`src/rtl/repeated_sub_divider_if.sv`:
```
// Operand/result bus shared between the arithmetic sequencer and the
// repeated-subtraction divider: start/done handshake plus serial operand bus.
interface repeated_sub_divider_if #(
  parameter int WIDTH = 16
);
  logic             start;
  logic [WIDTH-1:0] data_in;
  logic [WIDTH-1:0] quotient;
  logic [WIDTH-1:0] remainder;
  logic             busy;
  logic             done;
  logic             div_by_zero;

  modport master (
    output start,
    output data_in,
    input  quotient,
    input  remainder,
    input  busy,
    input  done,
    input  div_by_zero
  );

  modport slave (
    input  start,
    input  data_in,
    output quotient,
    output remainder,
    output busy,
    output done,
    output div_by_zero
  );
endinterface

```
`src/rtl/repeated_sub_divider.sv`:
```
// Unsigned divider by repeated subtraction. Dividend and divisor arrive on
// consecutive cycles over data_in after a start; the quotient counts up one
// per subtraction until the running dividend drops below the divisor.
module repeated_sub_divider #(
  parameter int WIDTH = 16
) (
  input logic                   clk,
  input logic                   rst,
  repeated_sub_divider_if.slave bus
);

  localparam logic [2:0] IDLE   = 3'd0;
  localparam logic [2:0] LOAD_A = 3'd1;
  localparam logic [2:0] LOAD_B = 3'd2;
  localparam logic [2:0] RUN    = 3'd3;
  localparam logic [2:0] DONE   = 3'd4;

  logic [2:0]       state_r;
  logic [2:0]       state_s;
  logic [WIDTH-1:0] a_r;
  logic [WIDTH-1:0] b_r;
  logic [WIDTH-1:0] q_r;
  logic             dz_r;
  logic             busy_r;
  logic             done_r;
  logic             busy_s;
  logic             done_s;
  logic             b_zero_s;
  logic             a_ge_b_s;
  logic [WIDTH-1:0] diff_s;
  logic [WIDTH-1:0] q_inc_s;

  // Datapath helpers: full-width unsigned compare, subtractor and counter.
  always_comb begin
    b_zero_s = (b_r == {WIDTH{1'b0}});
    a_ge_b_s = (a_r >= b_r);
    diff_s   = a_r - b_r;
    q_inc_s  = q_r + {{(WIDTH-1){1'b0}}, 1'b1};
  end

  // Next-state logic; start is only honoured in IDLE and DONE.
  always_comb begin
    state_s = state_r;
    case (state_r)
      IDLE: begin
        if (bus.start) state_s = LOAD_A;
        else           state_s = IDLE;
      end
      LOAD_A: state_s = LOAD_B;
      LOAD_B: state_s = RUN;
      RUN: begin
        if (b_zero_s)      state_s = DONE;
        else if (a_ge_b_s) state_s = RUN;
        else               state_s = DONE;
      end
      DONE: begin
        if (bus.start) state_s = LOAD_A;
        else           state_s = DONE;
      end
      default: state_s = IDLE;
    endcase
  end

  // Status flags decoded from the next state so they leave as flop outputs.
  always_comb begin
    busy_s = (state_s == LOAD_A) || (state_s == LOAD_B) || (state_s == RUN);
    done_s = (state_s == DONE);
  end

  // Controller state and registered status outputs.
  always_ff @(posedge clk) begin
    if (rst) begin
      state_r <= IDLE;
      busy_r  <= 1'b0;
      done_r  <= 1'b0;
    end else begin
      state_r <= state_s;
      busy_r  <= busy_s;
      done_r  <= done_s;
    end
  end

  // Operand capture and one subtract/increment step per RUN cycle.
  always_ff @(posedge clk) begin
    if (rst) begin
      a_r  <= {WIDTH{1'b0}};
      b_r  <= {WIDTH{1'b0}};
      q_r  <= {WIDTH{1'b0}};
      dz_r <= 1'b0;
    end else begin
      case (state_r)
        LOAD_A: a_r <= bus.data_in;
        LOAD_B: begin
          b_r  <= bus.data_in;
          q_r  <= {WIDTH{1'b0}};
          dz_r <= 1'b0;
        end
        RUN: begin
          if (b_zero_s) begin
            // A is left as the dividend so it reads back as the remainder.
            dz_r <= 1'b1;
            q_r  <= {WIDTH{1'b1}};
          end else if (a_ge_b_s) begin
            a_r <= diff_s;
            q_r <= q_inc_s;
          end else begin
            a_r <= a_r;
          end
        end
        default: begin
          a_r <= a_r;
        end
      endcase
    end
  end

  assign bus.quotient    = q_r;
  assign bus.remainder   = a_r;
  assign bus.busy        = busy_r;
  assign bus.done        = done_r;
  assign bus.div_by_zero = dz_r;

endmodule

```
`src/flat_wrapper.sv`:
```
// flat-port wrapper written by rule: the top's interface ports become plain ports
module repeated_sub_divider_flat 
#(
  parameter int WIDTH = 16
)
  (clk, rst, bus_start, bus_data_in, bus_quotient, bus_remainder, bus_busy, bus_done, bus_div_by_zero);
  repeated_sub_divider_if #(.WIDTH(WIDTH)) bus_i ();
  input logic clk;
  input logic rst;
  input wire logic [$bits(bus_i.start)-1:0] bus_start;
  input wire logic [$bits(bus_i.data_in)-1:0] bus_data_in;
  output wire logic [$bits(bus_i.quotient)-1:0] bus_quotient;
  output wire logic [$bits(bus_i.remainder)-1:0] bus_remainder;
  output wire logic [$bits(bus_i.busy)-1:0] bus_busy;
  output wire logic [$bits(bus_i.done)-1:0] bus_done;
  output wire logic [$bits(bus_i.div_by_zero)-1:0] bus_div_by_zero;
  assign bus_i.start = bus_start;
  assign bus_i.data_in = bus_data_in;
  assign bus_quotient = bus_i.quotient;
  assign bus_remainder = bus_i.remainder;
  assign bus_busy = bus_i.busy;
  assign bus_done = bus_i.done;
  assign bus_div_by_zero = bus_i.div_by_zero;
  repeated_sub_divider #(.WIDTH(WIDTH)) u_core (.clk(clk), .rst(rst), .bus(bus_i));
endmodule
```
`config.mk`:
```
export PLATFORM = sky130hd
export DESIGN_NAME = repeated_sub_divider_flat
export DESIGN_NICKNAME = d
export VERILOG_FILES = /design/src/rtl/repeated_sub_divider_if.sv /design/src/rtl/repeated_sub_divider.sv /design/src/flat_wrapper.sv
export SDC_FILE = /design/constraint.sdc
export NUM_CORES = 1
export LEC_CHECK = 0
export BUFFER_PORTS_ARGS = -buffer_cell sky130_fd_sc_hd__buf_2
export CAP_MARGIN = 10
export CELL_PAD_IN_SITES_DETAIL_PLACEMENT = 1
export CELL_PAD_IN_SITES_GLOBAL_PLACEMENT = 2
export CORE_ASPECT_RATIO = 0.6
export CORE_MARGIN = 4
export CORE_UTILIZATION = 33
export DETAILED_ROUTE_END_ITERATION = 8
export PLACE_DENSITY_LB_ADDON = 0.1
export SYNTH_ARGS = -nofsm -noshare
export SYNTH_HDL_FRONTEND = slang
export SYNTH_SLANG_ARGS = --single-unit
```
`constraint.sdc`:
```
create_clock -name clk -period 3.4 [get_ports clk]
set_clock_uncertainty 0.2 [all_clocks]
set_input_delay 0 -clock clk [delete_from_list [all_inputs] [get_ports clk]]
set_output_delay 0 -clock clk [all_outputs]
set_load 0.01 [all_outputs]
```
==> qor.yml, run 1 <==
pwr:
  power.switching_w: 0.00102
  peakVddDrop_uv: 225
  p_total_w: 0.00250
  intPower_w: 0.00148
  power.density_nw_per_um2: 622
  seq_power_share_pct: 30.3
  leakagePower_nw: 1.63
  swShare_pct: 40.8
  pwr-share-comb_pct: 45.7
  clkPwrFrac_pct: 24.0
cells_and_area:
  instances_no_fill: 637
  area_growth_pct: 20.4
  final_cell_mix: "83 x nand2_1, 54 x dfxtp_1, 53 x buf_2"
  fin_nets: 538
  layout-drive-gt1-share_pct: 15.3
  fillCellCount: 1250
  mostFrequentLayoutCell: "nand2_1"
  antennaDiodeCount: 0
timing:
  slew_violations: 0
  final.min_clock_period_ns: 3.07
  setup_viol: 0
  finalCritPeriodShare_pct: 90.4
  slew_headroom_pct: 48.0
  fin_ws_ns: 0.328
  hold_ws_ns: 0.286
  tightest_slew_ns: 0.772
  fin_tns_setup_ns: 0
  hold_viol_final: 0
  rsz0062_at_grt: "false"
  fmax_mhz: 325
setup_path:
  timing_worst_setup_path_type: "reg2reg"
  crit_arrival_ns: 3.08
  rr_startpoint: "u_core.bus.remainder[0]$_SDFFE_PP0P_"
  reg2reg_depth: 11
  cp_data_required_time_ns: 3.41
  r2r-end: "u_core.bus.remainder[8]$_SDFFE_PP0P_"
  worstSetupEndpointType: "register"
  worstSetupEndpoint: "u_core.bus.remainder[8]$_SDFFE_PP0P_"
  crit_path_start: "u_core.bus.remainder[0]$_SDFFE_PP0P_"
  crit_fanout: 32
  r2r_slack_ns: 0.33
  worst_setup_path_start_kind: "register"
global_route:
  grt_first_pass_wirelength_um: 19400
  antenna_found_initial: 0
  overflow: 0
  grt_pass1_vias: 3541
  grtUsageTotal_pct: 21.2
  grt_start_max_net_pins: 33
drt:
  drc_errors: 0
  initialDrtViolationCount: 202
  vias: 3512
  antenna_left: 0
  dr.pass1.iters: 4
  via_per_inst: 5.51
  wl_um: 12000
  wl_per_cell_um: 18.8
synth:
  ys.flop_type: "dfxtp_1"
  synthArstFlopShare_pct: 0
  synth_edf_count: 0
  syn-instance-count: 437
  synth.area.top_cells: "dfxtp_1 32%, nand2_1 9.3%, ha_1 6.4%"
  syn_nets: 474
  ys_seq_elements: 54
  ys_seq_area_share_pct: 32.4
  yosysWarnings: 0
  synth_area_leader_cell: "dfxtp_1"
  syn_avg_cell_area_um2: 7.63
  synth_cell_types: 52
  syn_area_um2: 3340
  synth_top_area_share_pct: 32.4
job:
  maxCapViolations: 0
floorplan:
  fp-row-count: 28
  die-area_um2: 11800
  die_width_um: 138
  ios: 54
  core_um2: 9840
  start_util_pct: 33.9
  die-height_um: 85.9
place:
  pre_cts_slack_ns: 0.329
  dpl.cell_count: 611
  gp_routability_congestion: 0.828
  dp_hpwl_um: 8790
  place.port_buffers: 53
min_path:
  hold_depth: 2
  min_path_type: "reg2reg"
clock_tree:
  cts_tree: "done"
  cts_sinks: 54
  path_clk_slew_ns: 0.08
  root_buffer: "clkbuf_16"
  htreeDepth: 2
  numCtsBuffers: 5
  clockBufferDepth: 2
  worstSkewPairLatency_ns: 0.30
run_status:
  status: "finished, final reports clean"
## metrics by stage
stage          area, um2  util, %
6_report            4020     40.8
5_1_grt             4020     40.8
4_1_cts             4010     40.7
3_5_place_dp        3670     37.3
3_3_place_gp        3670     37.3
2_1_floorplan       3340        -
## power by group through the flow
stage | Combinational, W | Sequential (W) | Clock [W]
2_1_floorplan | 0.000805 | 0.000768 | 0
3_3_place_gp | 0.00109 | 0.000769 | 0
3_5_place_dp | 0.00110 | 0.000771 | 0
4_1_cts | 0.00113 | 0.000757 | 0.000614
5_1_grt | 0.00127 | 0.000767 | 0.000643
6_report | 0.00114 | 0.000757 | 0.000600
## final cells by class
type | count | area [um2] | area share (%)
sequential | 54 | 1080 | 26.9
inverter | 21 | 78.8 | 1.96
clock buffer | 7 | 133 | 3.30
tap | 135 | 169 | 4.20
multi-input combinational | 339 | 2000 | 49.8
clock inverter | 1 | 30.0 | 0.747
timing repair buffer | 80 | 526 | 13.1
## worst min path at each step
stage | start | endpoint
after global routing | bus_data_in[4] | u_core.b_r[4]$_SDFFE_PP0P_
final | u_core.b_r[14]$_SDFFE_PP0P_ | u_core.b_r[14]$_SDFFE_PP0P_
after detailed placement | bus_data_in[11] | u_core.b_r[11]$_SDFFE_PP0P_
after floorplan | bus_data_in[10] | u_core.b_r[10]$_SDFFE_PP0P_
after global placement | bus_data_in[1] | u_core.b_r[1]$_SDFFE_PP0P_
after CTS | bus_data_in[1] | u_core.b_r[1]$_SDFFE_PP0P_
## worst max-delay path, stage by stage, from the launching register on
cell      delay [ns]
dfxtp_1         0.38
inv_1           0.06
ha_1            0.23
fa_1            0.40
nand2b_1        0.19
a21oi_1         0.26
o21ai_1         0.18
a31oi_1         0.33
o211a_1         0.23
buf_12          0.20
nor2_1          0.06
a311oi_1        0.24
## state kept, by name, indices dropped and copies added (netlist names)
register                count
u_core.bus.busy             1
u_core.bus.quotient        16
u_core.bus.remainder       16
u_core.b_r                 16
u_core.bus.div_by_zero      1
u_core.state_r              3
u_core.bus.done             1
## kinds of logic after synthesis
logic type	after synthesis	share of synthesized area, %
AO/OA/AOI/OAI	130	24.5
XOR/XNOR	11	2.89
adder cells (fa/ha/maj)	18	6.98
buffers and inverters	44	7.80
flip-flops	54	32.4
multiplexers	3	0.900
AND/OR/NAND/NOR	177	24.5
## routing by layer
layer / vias to the layer above / routed length, um / track usage [%] / part of all wire [%]
met5: - / 0 / 0 / 0
met4: 0 / 112 / 4.22 / 0.93
met3: 9 / 533 / 3.58 / 4.4
met2: 78 / 4650 / 29.5 / 39
met1: 1731 / 6710 / 33.8 / 56
li1: 1694 / - / - / -
## synth_stat cells, types with 5 or more instances
| library cell | n |
|---|---|
| a21o_1 | 7 |
| a21oi_1 | 41 |
| a311oi_1 | 5 |
| a31oi_1 | 18 |
| buf_6 | 5 |
| clkbuf_1 | 8 |
| clkbuf_8 | 5 |
| dfxtp_1 | 54 |
| ha_1 | 17 |
| inv_1 | 20 |
| nand2_1 | 83 |
| nand2b_1 | 6 |
| nand3_1 | 8 |
| nand4_1 | 9 |
| nor2_1 | 35 |
| nor3_1 | 7 |
| nor4_1 | 6 |
| o211ai_1 | 10 |
| o21ai_0 | 22 |
| or3_1 | 5 |
| or4_1 | 5 |
| xnor2_1 | 7 |
## timing repair
| action | CTS | global route |
|---|---|---|
| resized for setup | 0 | 1 |
| hold endpoints to repair | 36 | 0 |
| setup endpoints to repair | 0 | 2 |
| hold buffers | 18 | 0 |
| setup buffers | 0 | 0 |
No activity file was read; power rests on OpenSTA's default activity.
==> run 2, diff against run 1 <==
Settings changed: CELL_PAD_IN_SITES_DETAIL_PLACEMENT 1 to 0.
Clock period 3.4 ns to 3.5 ns, I/O delays scaled along.
==> qor.yml, run 2 (same netlist as run 1, synthesis figures left out) <==
run_status:
  status: "finished, final reports clean"  # unchanged
timing:
  hold_viol_final: 0  # unchanged
  fin_ws_ns: 0.419  # was 0.328 ns
  rsz0062_at_grt: "false"  # unchanged
  setup_viol: 0  # unchanged
  final.min_clock_period_ns: 3.08  # was 3.07 ns
  fmax_mhz: 325  # about the same
  slew_headroom_pct: 53.5  # was 48.0%
  tightest_slew_ns: 0.691  # was 0.772 ns
  slew_violations: 0  # unchanged
  fin_tns_setup_ns: 0  # unchanged
  finalCritPeriodShare_pct: 88.0  # was 90.4%
clock_tree:
  root_buffer: "clkbuf_16"  # unchanged
  cts_sinks: 54  # unchanged
  worstSkewPairLatency_ns: 0.30  # about the same
  htreeDepth: 2  # unchanged
  cts_tree: "done"  # unchanged
  numCtsBuffers: 5  # unchanged
  clockBufferDepth: 2  # unchanged
  path_clk_slew_ns: 0.07  # was 0.08 ns
global_route:
  grt_pass1_vias: 3092  # was 3541
  grt_first_pass_wirelength_um: 17500  # was 19400 um
  antenna_found_initial: 0  # unchanged
  grtUsageTotal_pct: 19.1  # was 21.2%
  grt_start_max_net_pins: 33  # unchanged
  overflow: 0  # unchanged
setup_path:
  cp_data_required_time_ns: 3.49  # was 3.41 ns
  worstSetupEndpointType: "register"  # unchanged
  worst_setup_path_start_kind: "register"  # unchanged
  crit_arrival_ns: 3.07  # was 3.08 ns
  timing_worst_setup_path_type: "reg2reg"  # unchanged
  crit_fanout: 12  # was 32
cells_and_area:
  fin_nets: 536  # was 538
  area_growth_pct: 18.6  # was 20.4%
  mostFrequentLayoutCell: "nand2_1"  # unchanged
  final_cell_mix: "83 x nand2_1, 54 x dfxtp_1, 53 x buf_2"  # unchanged
  layout-drive-gt1-share_pct: 14.8  # was 15.3%
  antennaDiodeCount: 0  # unchanged
  utilization_pct: 40.2  # was 40.8%
job:
  maxCapViolations: 0  # unchanged
drt:
  wl_per_cell_um: 17.3  # was 18.8 um
  via_per_inst: 5.38  # was 5.51
  wl_um: 11000  # was 12000 um
  antenna_left: 0  # unchanged
  vias: 3414  # was 3512
  drc_errors: 0  # unchanged
  initialDrtViolationCount: 271  # was 202
  dr.pass1.iters: 6  # was 4
floorplan:
  fp-row-count: 28  # unchanged
  ios: 54  # unchanged
  die-height_um: 85.9  # unchanged
  die-area_um2: 11800  # unchanged
  die_width_um: 138  # unchanged
  core_um2: 9840  # unchanged
  start_util_pct: 33.9  # unchanged
place:
  pre_cts_slack_ns: 0.401  # was 0.329 ns
  gp_routability_congestion: 0.828  # about the same
  place.port_buffers: 53  # unchanged
  dp_hpwl_um: 7910  # was 8790 um
pwr:
  peakVddDrop_uv: 198  # was 225 uV
  power.density_nw_per_um2: 581  # was 622 nW/um2
  leakagePower_nw: 1.60  # was 1.63 nW
min_path:
  min_path_type: "reg2reg"  # unchanged
## run 2: layout make-up
class,instances,area (um2)
inverters,21,78.8
multi-input cells,339,1990
clock inverters,1,7.51
fillers,1051,5890
repair buffers,78,498
clock buffers,6,129
well taps,135,169
flip-flops and latches,54,1080
## run 2: worst paths after layout
| check | startpoint | to | slack [ns] | cells after the start |
|---|---|---|---|---|
| hold / removal | u_core.b_r[14]$_SDFFE_PP0P_ | u_core.b_r[14]$_SDFFE_PP0P_ | 0.28 | 2 |
| hold reg to reg | u_core.b_r[14]$_SDFFE_PP0P_ | u_core.b_r[14]$_SDFFE_PP0P_ | 0.28 | 2 |
| setup / recovery | u_core.bus.remainder[0]$_SDFFE_PP0P_ | u_core.bus.quotient[13]$_SDFFE_PP0P_ | 0.42 | 10 |
| setup reg to reg | u_core.bus.remainder[0]$_SDFFE_PP0P_ | u_core.bus.quotient[13]$_SDFFE_PP0P_ | 0.42 | 10 |
## run 2: timing repair
item                       in CTS  in global routing
setup buffers                   0                  0
hold buffers                   18                  0
setup endpoints to repair       0                  0
hold endpoints to repair       36                  0
resized for setup               0                  0
## run 2: worst max-delay path, cell delays in order, from the launching register on
cell and delay, ns:
dfxtp_1 0.36, inv_1 0.05, ha_1 0.22, fa_1 0.39
nand2b_1 0.19, a21oi_1 0.25, o21ai_1 0.17, and3_4 0.26
a31oi_1 0.49, nand2_1 0.10, a32o_1 0.28
## run 2: where the power goes
part | internal [W] | switching (W) | leakage (nW)
clock network | 0.000263 | 0.000236 | 0.0629
logic | 0.000415 | 0.000655 | 1.10
registers | 0.000673 | 0.0000589 | 0.439
## run 2: metrics by stage
stage	hold slack, ns	area, um2	total power [W]	instances
floorplan	-0.0667	3340	0.00153	437
CTS	0.276	3960	0.00231	634
global placement	0.0528	3640	0.00180	609
global route	0.300	3960	0.00246	634
finish	0.276	3960	0.00230	634
detailed placement	0.0589	3640	0.00179	609
## run 2: per-layer routing
| metal | track usage, % | part of all wire (%) | vias to the layer above |
|---|---|---|---|
| met5 | 0 | 0 | - |
| met4 | 3.86 | 0.66 | 0 |
| met3 | 3.58 | 6.8 | 7 |
| met2 | 24.1 | 36 | 117 |
| met1 | 32.1 | 56 | 1595 |
| li1 | - | - | 1695 |
==> run 3, diff against run 2 <==
Settings changed: ABC_AREA set to 1, CORE_UTILIZATION 33 to 31.
==> qor.yml, run 3 <==
pwr:
  p_total_w: 0.00276  # was 0.00230 W
  peakVddDrop_uv: 257  # was 198 uV
  power.density_nw_per_um2: 620  # was 581 nW/um2
  leakagePower_nw: 2.19  # was 1.60 nW
synth:
  ys_seq_elements: 54  # unchanged
  synth.area.top_cells: "dfxtp_1 29%, nand2_1 18%, inv_1 8.2%"  # was dfxtp_1 32%, nand2_1 9.3%, ha_1 6.4%
  yosysWarnings: 0  # unchanged
  synth_edf_count: 0  # unchanged
  synth_cell_types: 37  # was 52
  ys.flop_type: "dfxtp_1"  # unchanged
  syn-instance-count: 587  # was 437
  synth_top_area_share_pct: 29.1  # was 32.4%
  syn_avg_cell_area_um2: 6.34  # was 7.63 um2
  synthArstFlopShare_pct: 0  # unchanged
  synth_common_cells: "181 x nand2_1, 81 x inv_1, 54 x dfxtp_1"  # was 83 x nand2_1, 54 x dfxtp_1, 41 x a21oi_1
  yosysMostFrequentCell: "nand2_1"  # unchanged
  syn_area_um2: 3720  # was 3340 um2
  syn_nets: 624  # was 474
  ys_seq_area_share_pct: 29.1  # was 32.4%
  synth_area_leader_cell: "dfxtp_1"  # unchanged
cells_and_area:
  final_cell_mix: "181 x nand2_1, 81 x inv_1, 54 x dfxtp_1"  # was 83 x nand2_1, 54 x dfxtp_1, 53 x buf_2
  layout-drive-gt1-share_pct: 16.3  # was 14.8%
  area_growth_pct: 19.5  # was 18.6%
  design_area_um2: 4450  # was 3960 um2
  mostFrequentLayoutCell: "nand2_1"  # unchanged
  fin_nets: 687  # was 536
  antennaDiodeCount: 0  # unchanged
timing:
  slew_headroom_pct: 52.7  # was 53.5%
  hold_viol_final: 0  # unchanged
  setup_viol: 0  # unchanged
  slew_violations: 0  # unchanged
  final.min_clock_period_ns: 2.58  # was 3.08 ns
  fmax_mhz: 387  # was 325 MHz
  rsz0062_at_grt: "false"  # unchanged
  tightest_slew_ns: 0.709  # was 0.691 ns
  finalCritPeriodShare_pct: 73.8  # was 88.0%
  fin_tns_setup_ns: 0  # unchanged
job:
  maxCapViolations: 0  # unchanged
floorplan:
  start_util_pct: 32.3  # was 33.9%
  die-area_um2: 13900  # was 11800 um2
  core_um2: 11500  # was 9840 um2
  die_width_um: 149  # was 138 um
  die-height_um: 92.9  # was 85.9 um
  ios: 54  # unchanged
  fp-row-count: 30  # was 28
setup_path:
  reg2reg_depth: 14  # was 10
  max_stage_delay_ns: 0.41  # was 0.49 ns
  crit_arrival_ns: 2.61  # was 3.07 ns
  crit_fanout: 13  # was 12
  cp_data_required_time_ns: 3.53  # was 3.49 ns
  crit_slowest_cell: "fa_1"  # was a31oi_1
  worstSetupEndpointType: "register"  # unchanged
  crit_chain: "inv_1 -> ha_1 -> fa_1 -> inv_1 -> nand3_1 -> nand2_2 -> nand2_2 -> nand3_2 -> nand2_2 -> nand3_2 -> nand3_2 -> inv_2 -> nand2_1 -> a21oi_2"  # was inv_1 -> ha_1 -> fa_1 -> nand2b_1 -> a21oi_1 -> o21ai_1 -> and3_4 -> a31oi_1 -> nand2_1 -> a32o_1
  worst_setup_path_start_kind: "register"  # unchanged
  timing_worst_setup_path_type: "reg2reg"  # unchanged
min_path:
  hold_depth: 2  # unchanged
  min_path_type: "in2reg"  # was reg2reg
global_route:
  grtUsageTotal_pct: 17.8  # was 19.1%
  grt_start_max_net_pins: 37  # was 33
  overflow: 0  # unchanged
  antenna_found_initial: 0  # unchanged
  grt_first_pass_wirelength_um: 19300  # was 17500 um
  grt_pass1_vias: 3448  # was 3092
place:
  dp_hpwl_um: 8960  # was 7910 um
  gp_routability_congestion: 0.851  # was 0.828
  place.port_buffers: 53  # unchanged
  postPlaceCellArea_um2: 4110  # was 3640 um2
drt:
  via_per_inst: 4.64  # was 5.38
  dr.pass1.iters: 4  # was 6
  vias: 3758  # was 3414
  antenna_left: 0  # unchanged
  wl_um: 12100  # was 11000 um
  initialDrtViolationCount: 251  # was 271
  drc_errors: 0  # unchanged
  wl_per_cell_um: 14.9  # was 17.3 um
clock_tree:
  worstSkewPairLatency_ns: 0.30  # about the same
  postCtsSetupRepairBufs: 0  # unchanged
  path_clk_slew_ns: 0.07  # about the same
  numCtsBuffers: 5  # unchanged
  clockBufferDepth: 2  # unchanged
  root_buffer: "clkbuf_16"  # unchanged
  htreeDepth: 2  # unchanged
  cts_tree: "done"  # unchanged
  cts_sinks: 54  # unchanged
run_status:
  status: "finished, final reports clean"  # unchanged
==> run 3: cell types whose count changed after synthesis, moves of 6 or more <==
cell,before,now
a21oi_2,0,9
nand3_1,8,44
a21o_1,7,0
o21ai_0,22,29
inv_2,0,6
nand2b_1,6,0
o211ai_1,10,0
inv_1,20,81
nand2_2,1,14
a31oi_1,18,1
nor4_1,6,0
nand2_1,83,181
==> run 3: kinds of logic after synthesis <==
group | synth area share [%]
AND/OR/NAND/NOR | 37.6
AO/OA/AOI/OAI | 12.5
multiplexers | 0.538
buffers and inverters | 12.1
adder cells (fa/ha/maj) | 6.25
flip-flops | 29.1
XOR/XNOR | 1.88
==> run 3: worst max-delay path: cells and delay by family (launching register included) <==
kind | cells | cell delay, ns
fa+ha+maj | 2 | 0.63
buf+inv | 3 | 0.46
compound gates | 1 | 0.13
flops | 1 | 0.33
simple gates | 8 | 0.74
==> run 3: area by class of cell <==
cell class	instances	area, um2
inverters	91	342
clock inverters	1	30.0
well taps	160	200
clock buffers	6	139
fillers	1292	7080
repair buffers	74	465
multi-input cells	424	2190
flip-flops and latches	54	1080
==> run 3: report_power, final <==
| group | switching (W) | internal [W] |
|---|---|---|
| Combinational | 0.000942 | 0.000474 |
| Clock | 0.000239 | 0.000354 |
| Sequential | 0.0000577 | 0.000692 |
==> run 3: worst paths after layout <==
path	startpoint	to	slack [ns]
max	u_core.bus.remainder[0]$_SDFFE_PP0P_	u_core.bus.remainder[15]$_SDFFE_PP0P_	0.92
min	rst	u_core.bus.quotient[10]$_SDFFE_PP0P_	0.03
max reg2reg	u_core.bus.remainder[0]$_SDFFE_PP0P_	u_core.bus.remainder[15]$_SDFFE_PP0P_	0.92
min reg2reg	u_core.b_r[14]$_SDFFE_PP0P_	u_core.b_r[14]$_SDFFE_PP0P_	0.27
==> run 3: per-layer routing <==
layer,vias to the layer above,GRT usage (%),share of wire [%]
met4,0,1.83,0.30
met3,4,3.33,5.1
met1,1688,30.2,59
met5,-,0,0
met2,89,22.6,36
li1,1977,-,-
==> run 3: what timing repair did <==
| action | 4_1_cts | 5_1_grt |
|---|---|---|
| endpoints found under the hold margin | 36 | 0 |
| gates resized for setup | 0 | 0 |
| endpoints found under the setup margin | 0 | 0 |
| hold buffers | 17 | 0 |
==> run 3: per-stage QoR <==
| step | utilization (%) | hold slack, ns | cells | worst slack, ns |
|---|---|---|---|---|
| after CTS | 38.6 | 0.0326 | 810 | 0.913 |
| final | 38.6 | 0.0292 | 810 | 0.916 |
| after global placement | 35.6 | 0.0978 | 786 | 0.987 |
| after floorplan | - | -0.00884 | 587 | 1.18 |
| after detailed placement | 35.6 | 0.112 | 786 | 0.968 |
| after global routing | 38.6 | 0.0667 | 810 | 0.669 |
